File: src/rtl/div_issue_ctrl_pkg.sv
// Shared divider defines: DIV_OP encodings, op width and one-hot state bits.
// Used by div_issue_ctrl and div_fastpath. Optional feature macro in this
// slice: DIV_RESULT_CACHE_EN (one-entry result cache in div_issue_ctrl).
package div_issue_ctrl_pkg;

  localparam int DIV_OP_WIDTH = 2;

  // bit0 = unsigned, bit1 = remainder
  localparam logic [DIV_OP_WIDTH-1:0] DIV_OP_DIV  = 2'b00;
  localparam logic [DIV_OP_WIDTH-1:0] DIV_OP_DIVU = 2'b01;
  localparam logic [DIV_OP_WIDTH-1:0] DIV_OP_REM  = 2'b10;
  localparam logic [DIV_OP_WIDTH-1:0] DIV_OP_REMU = 2'b11;

  localparam int ST_IDLE_BIT = 0;
  localparam int ST_WAIT_BIT = 1;
  localparam int ST_COMP_BIT = 2;

  typedef enum logic [2:0] {
    ST_IDLE = 3'b001 << ST_IDLE_BIT,
    ST_WAIT = 3'b001 << ST_WAIT_BIT,
    ST_COMP = 3'b001 << ST_COMP_BIT
  } div_state_e;

  function automatic logic op_is_signed(input logic [DIV_OP_WIDTH-1:0] op);
    return ~op[0];
  endfunction

  function automatic logic op_is_rem(input logic [DIV_OP_WIDTH-1:0] op);
    return op[1];
  endfunction

  // DIV<->REM, DIVU<->REMU
  function automatic logic [DIV_OP_WIDTH-1:0] op_companion(input logic [DIV_OP_WIDTH-1:0] op);
    return {~op[1], op[0]};
  endfunction

endpackage

File: src/rtl/div_issue_ctrl_fastpath.sv
// div_fastpath: combinational detection of the two divide cases that need no
// divider iteration (divide by zero, signed INT_MIN / -1) and their results.
module div_fastpath #(
  parameter int DATA_W = 32
) (
  input  logic [DATA_W-1:0] dividend,
  input  logic [DATA_W-1:0] divisor,
  input  logic              signed_op,
  output logic              is_zero,
  output logic              is_ovf,
  output logic [DATA_W-1:0] fast_quot,
  output logic [DATA_W-1:0] fast_rem
);

  localparam logic [DATA_W-1:0] INT_MIN = {1'b1, {(DATA_W-1){1'b0}}};

  // Zero divisor wins over overflow; both return architectural results.
  always_comb begin
    is_zero   = (divisor == '0);
    is_ovf    = signed_op && (dividend == INT_MIN) && (divisor == '1) && !is_zero;
    fast_quot = is_zero ? '1 : INT_MIN;
    fast_rem  = is_zero ? dividend : '0;
  end

endmodule

File: src/rtl/div_issue_ctrl.sv
// div_issue_ctrl: accepts a CPU divide request, resolves special cases
// locally, otherwise issues the external p23_divider and returns the result.
// After the primary result the companion op is presented so the divider's
// other result can be captured. Optional: DIV_RESULT_CACHE_EN adds a
// one-entry {dividend, divisor, signed, quotient, remainder} result cache.
module div_issue_ctrl
  import div_issue_ctrl_pkg::*;
#(
  parameter int DATA_W = 32
) (
  input  logic                    clk,
  input  logic                    resetn,
  input  logic [DATA_W-1:0]       divident,
  input  logic [DATA_W-1:0]       divisor,
  input  logic [DIV_OP_WIDTH-1:0] DIVop,
  input  logic                    valid,
  output logic                    ready,
  output logic [DATA_W-1:0]       rslt,
  output logic                    div_by_zero,
  output logic [DATA_W-1:0]       div_divident,
  output logic [DATA_W-1:0]       div_divisor,
  output logic [DIV_OP_WIDTH-1:0] div_DIVop,
  output logic                    div_valid,
  input  logic                    div_ready,
  input  logic [DATA_W-1:0]       div_rslt
);

  div_state_e              state_q;
  logic                    ready_q;
  logic [DATA_W-1:0]       rslt_q;
  logic                    dbz_q;
  logic                    div_valid_q;
  logic [DATA_W-1:0]       div_a_q;
  logic [DATA_W-1:0]       div_b_q;
  logic [DIV_OP_WIDTH-1:0] div_op_q;

  logic              fp_zero, fp_ovf;
  logic [DATA_W-1:0] fp_quot, fp_rem;
  logic              cache_hit;
  logic [DATA_W-1:0] cache_rslt;

  div_fastpath #(.DATA_W(DATA_W)) u_fastpath (
    .dividend  (divident),
    .divisor   (divisor),
    .signed_op (op_is_signed(DIVop)),
    .is_zero   (fp_zero),
    .is_ovf    (fp_ovf),
    .fast_quot (fp_quot),
    .fast_rem  (fp_rem)
  );

`ifdef DIV_RESULT_CACHE_EN
  logic              c_vld_q;
  logic [DATA_W-1:0] c_a_q, c_b_q, c_quot_q, c_rem_q;
  logic              c_sgn_q;

  // Lookup against the incoming request operands.
  always_comb begin
    cache_hit  = c_vld_q && (c_a_q == divident) && (c_b_q == divisor) &&
                 (c_sgn_q == op_is_signed(DIVop));
    cache_rslt = op_is_rem(DIVop) ? c_rem_q : c_quot_q;
  end

  // Fill in COMP: div_op_q already holds the companion op, so a REM
  // companion means rslt_q is the quotient and div_rslt the remainder.
  always_ff @(posedge clk or negedge resetn) begin
    if (!resetn) begin
      c_vld_q  <= 1'b0;
      c_a_q    <= '0;
      c_b_q    <= '0;
      c_sgn_q  <= 1'b0;
      c_quot_q <= '0;
      c_rem_q  <= '0;
    end else if (state_q == ST_COMP) begin
      c_vld_q  <= 1'b1;
      c_a_q    <= div_a_q;
      c_b_q    <= div_b_q;
      c_sgn_q  <= op_is_signed(div_op_q);
      c_quot_q <= op_is_rem(div_op_q) ? rslt_q : div_rslt;
      c_rem_q  <= op_is_rem(div_op_q) ? div_rslt : rslt_q;
    end
  end
`else
  // No storage: the companion value seen in COMP is simply dropped.
  always_comb begin
    cache_hit  = 1'b0;
    cache_rslt = '0;
  end
`endif

  // Issue FSM with registered handshake, result and divider-side outputs.
  always_ff @(posedge clk or negedge resetn) begin
    if (!resetn) begin
      state_q     <= ST_IDLE;
      ready_q     <= 1'b0;
      rslt_q      <= '0;
      dbz_q       <= 1'b0;
      div_valid_q <= 1'b0;
      div_a_q     <= '0;
      div_b_q     <= '0;
      div_op_q    <= '0;
    end else begin
      ready_q <= 1'b0;
      dbz_q   <= 1'b0;
      unique case (state_q)
        ST_IDLE: begin
          // ready_q high here means a result was just returned: skip a cycle.
          if (valid && !ready_q) begin
            div_a_q  <= divident;
            div_b_q  <= divisor;
            div_op_q <= DIVop;
            if (fp_zero || fp_ovf) begin
              ready_q <= 1'b1;
              rslt_q  <= op_is_rem(DIVop) ? fp_rem : fp_quot;
              dbz_q   <= fp_zero;
            end else if (cache_hit) begin
              ready_q <= 1'b1;
              rslt_q  <= cache_rslt;
            end else begin
              div_valid_q <= 1'b1;
              state_q     <= ST_WAIT;
            end
          end
        end
        ST_WAIT: begin
          if (div_ready) begin
            rslt_q      <= div_rslt;
            div_valid_q <= 1'b0;
            div_op_q    <= op_companion(div_op_q);
            ready_q     <= 1'b1;
            state_q     <= ST_COMP;
          end
        end
        ST_COMP: state_q <= ST_IDLE;
        default: begin
          state_q     <= ST_IDLE;
          div_valid_q <= 1'b0;
        end
      endcase
    end
  end

  assign ready        = ready_q;
  assign rslt         = rslt_q;
  assign div_by_zero  = dbz_q;
  assign div_valid    = div_valid_q;
  assign div_divident = div_a_q;
  assign div_divisor  = div_b_q;
  assign div_DIVop    = div_op_q;

endmodule

File: config.mk
export PLATFORM = sky130hd
export DESIGN_NAME = div_issue_ctrl
export DESIGN_NICKNAME = d
export VERILOG_FILES = /design/src/rtl/div_issue_ctrl_pkg.sv /design/src/rtl/div_issue_ctrl_fastpath.sv /design/src/rtl/div_issue_ctrl.sv
export SDC_FILE = /design/constraint.sdc
export NUM_CORES = 1
export LEC_CHECK = 0
export CAP_MARGIN = 25
export CORE_MARGIN = 2
export CORE_UTILIZATION = 46
export CTS_CLUSTER_DIAMETER = 40
export DETAILED_ROUTE_END_ITERATION = 16
export GPL_TIMING_DRIVEN = 0
export PLACE_DENSITY_LB_ADDON = 0.1
export SKIP_LAST_GASP = 1
export SYNTH_ARGS = -nofsm -noshare
export SYNTH_HDL_FRONTEND = slang
export SYNTH_SLANG_ARGS = --single-unit
File: constraint.sdc
create_clock -name clk -period 5.3 [get_ports clk]
set_input_delay 1.06 -clock clk [delete_from_list [all_inputs] [get_ports clk]]
set_output_delay 1.06 -clock clk [all_outputs]
set_load 0.05 [all_outputs]
==> flow_metrics.py <==
metrics = {
    "grt": {
        "grt_max_degree": 69,
        "antenna_violations_before_repair": 0,
        "globalRouteTotalUtil_pct": 26.0,
        "grt_overflow": 0,
        "grt_first_pass_wirelength_microns": 22400,
        "grt_pass1_vias": 4155,
    },
    "drt": {
        "routed-via-count": 3997,
        "wirelength_microns": 14100,
        "detail_route.iter0.violations": 166,
        "avgViaCountPerCell": 5.37,
        "final_antenna_net_count": 0,
        "drt-pass1-iter-count": 4,
        "route.detailed.drc": 0,
        "avgRoutedWirePerCell_microns": 19.0,
    },
    "worst_setup_path": {
        "cp-end-kind": "flop",
        "critical_path.max_fanout": 10,
        "timing.critical_path.cells": "clkdlybuf4s50_1 > nor4b_1 > nand4_1 > nor4_2 > nand4_2 > o21ai_4 > buf_12 > mux2_4",
        "critical_path_required_ps": 5570,
        "critPathLaunchType": "primary input",
        "critical_path.top_delay_family": "simple AND/OR/NAND/NOR gates",
        "timing.critical_path.slowest_cell_delay_ps": 480,
        "arrival_ps": 3780,
        "critical_path.n_buffers_inverters": 2,
        "setup.worst_path.class": "primary input to flop",
        "crit_slowest_cell": "sky130_fd_sc_hd__clkdlybuf4s50_1",
    },
    "yosys": {
        "ys_async_sr_fraction_pct": 100,
        "mappedNetlistArea_sq_um": 4810,
        "synth_warnings": 0,
        "synth_top_area_share_pct": 53.5,
        "yosysSeqAreaShare_pct": 54.1,
        "synthesized_area_per_cell_sq_um": 12.4,
        "syn_inst": 389,
        "ys_types": 32,
        "count_of_flip_flops_with_a_built_in_enable_after_synthesis": 0,
        "postSynthNetCount": 491,
        "ys_dominant_reg_cell": "sky130_fd_sc_hd__dfrtp_1",
        "synth_area_leader_cell": "sky130_fd_sc_hd__dfrtp_1",
        "post_synth_main_area_contributors": "sky130_fd_sc_hd__dfrtp_1 (54%), sky130_fd_sc_hd__mux2_2 (16%), sky130_fd_sc_hd__mux2_4 (9.0%), sky130_fd_sc_hd__o21ai_0 (6.9%), sky130_fd_sc_hd__nand2_1 (3.1%)",
        "ys_ff_latch": 104,
    },
    "layout": {
        "layout.nets": 705,
        "post_route_cells_drive_above_1_share_pct": 20.7,
        "nFillCells": 774,
        "layout.cells.most_common_list": "sky130_fd_sc_hd__clkdlybuf4s50_1 (201), sky130_fd_sc_hd__dfrtp_1 (103), sky130_fd_sc_hd__mux2_2 (67)",
        "layout_commonest_cell": "sky130_fd_sc_hd__clkdlybuf4s50_1",
        "total_area_of_multi_input_combinational_cells_sq_um": 2060,
        "fin_area_sq_um": 7210,
        "antenna_cells": 0,
        "seq_area_sq_um": 2600,
        "syn2layout_area_growth_pct": 49.8,
        "postLayoutCoreUtil_pct": 70.5,
        "post_layout_nonfiller_instances": 744,
    },
    "run_status": {
        "outcome": "complete, no violations",
    },
    "placement": {
        "placedCellCount": 728,
        "dpl-instance-area_sq_um": 7030,
        "numPortBuffers": 202,
        "place.detailed.hpwl_microns": 10900,
        "dp_slack_ps": 1430,
        "gpl.final_weighted_congestion": 0.864,
    },
    "job": {
        "drv.max_cap_violation_count": 0,
    },
    "pwr": {
        "p_leak_nw": 2.88,
        "powerDensity_nw_per_um2": 628,
        "total_power_mw": 4.53,
        "vdd_drop_max_v": 0.000419,
    },
    "cts": {
        "cts_hold_repair.buffers": 0,
        "cts_setup_buffers": 0,
        "cts-root-buf": "sky130_fd_sc_hd__clkbuf_8",
        "reg_clk_slew_reported_paths_ps": 110,
        "cts_buffer_depth": 2,
        "cts_tree": "built",
        "cts.repair.resized": 0,
        "cts_buffers": 9,
        "htree_num_levels": 3,
        "clock_sinks": 104,
        "clkLatencyLatePin_ps": 380,
    },
    "die": {
        "die_area_sq_um": 11300,
        "ios": 203,
        "placementRows": 37,
        "die_width_microns": 106,
        "die_height_microns": 106,
        "initial_standard_cell_utilization_of_the_core_pct": 47.0,
        "floorplan.core_area_sq_um": 10200,
    },
    "worst_hold_path": {
        "hold_path.class": "flop to flop",
    },
    "timing": {
        "rsz0062_at_grt": "false",
        "setup_clock_skew_after_layout_ps": 19.8,
        "timing.max_slew.rel_slack_pct": 53.1,
        "tns_ps": 0,
        "final_report_max_slew_violation_count": 0,
        "timing.fmax_ghz": 0.285,
        "fin_ws_ps": 1790,
        "finalHoldViolCount": 0,
        "hold_ws_ps": 515,
        "final_cycle_share_pct": 66.2,
        "worstMarginPinSlew_ps": 701,
        "timing.final.setup_violations": 0,
        "finalCriticalPeriod_ps": 3510,
    },
}
## registers in the layout, indices dropped and copies added (netlist names)
register and flops:
div_DIVop 2, div_by_zero 1, div_divident 32, div_divisor 32, div_valid 1, ready 1, rslt 32, state_q 3
## cell type report
type / count / share of cell area (%)
Clock inverter: 6 / 0.694
Buffer: 24 / 1.98
Timing Repair Buffer: 203 / 28.4
Inverter: 2 / 0.104
Multi-Input combinational cell: 259 / 28.6
Tap cell: 136 / 2.36
Sequential cell: 104 / 36.1
Clock buffer: 10 / 1.77
## where the power goes
part / internal [mW] / switching [mW] / total (mW)
sequential: 1.14 / 0.182 / 1.32
combinational: 1.04 / 1.71 / 2.74
clock: 0.177 / 0.293 / 0.470
total: 2.35 / 2.18 / 4.53
## cells in the mapped netlist, types with 3 or more instances
| library cell | count |
|---|---|
| sky130_fd_sc_hd__nand2_1 | 40 |
| sky130_fd_sc_hd__nand4_1 | 7 |
| sky130_fd_sc_hd__mux2_2 | 67 |
| sky130_fd_sc_hd__nand4b_1 | 4 |
| sky130_fd_sc_hd__buf_2 | 3 |
| sky130_fd_sc_hd__a21oi_1 | 3 |
| sky130_fd_sc_hd__buf_1 | 4 |
| sky130_fd_sc_hd__nor4_1 | 13 |
| sky130_fd_sc_hd__dfrtp_1 | 103 |
| sky130_fd_sc_hd__clkbuf_1 | 14 |
| sky130_fd_sc_hd__o21ai_0 | 66 |
| sky130_fd_sc_hd__buf_12 | 3 |
| sky130_fd_sc_hd__nor2_1 | 8 |
| sky130_fd_sc_hd__mux2_4 | 29 |
## logic make-up (layout without fill, tap and decap cells)
group                  count (synthesis)  after routing  synth area share [%]
flip-flops                           104            104                  54.1
multiplexers                          96             96                  24.7
AND/OR/NAND/NOR                       89             89                  9.93
AO/OA/AOI/OAI                         74             74                  8.14
buffers and inverters                 26            245                  3.12
## metal layers
metal | up-vias | track usage [%] | part of all wire (%)
met3 | 20 | 7.48 | 7.7
met1 | 1977 | 32.7 | 40
met2 | 162 | 43.4 | 50
li1 | 1838 | - | -
met5 | - | 0 | 0
met4 | 0 | 7.89 | 1.8
## worst paths after layout
check	start	end	slack, ps	cells past startpoint
setup / recovery	divident[24]	rslt[12]$_DFFE_PN0P_	1790	8
hold / removal	div_divident[5]$_DFFE_PN0P_	div_divident[5]$_DFFE_PN0P_	510	1
setup reg to reg	state_q[1]$_DFFE_PN0P_	div_divident[18]$_DFFE_PN0P_	2880	6
hold reg to reg	div_divident[5]$_DFFE_PN0P_	div_divident[5]$_DFFE_PN0P_	510	1
max in group asynchronous	resetn	state_q[0]$_DFFE_PN1P_	3930	2
min in group asynchronous	resetn	rslt[3]$_DFFE_PN0P_	650	1
No activity file was read; power rests on OpenSTA's default activity.
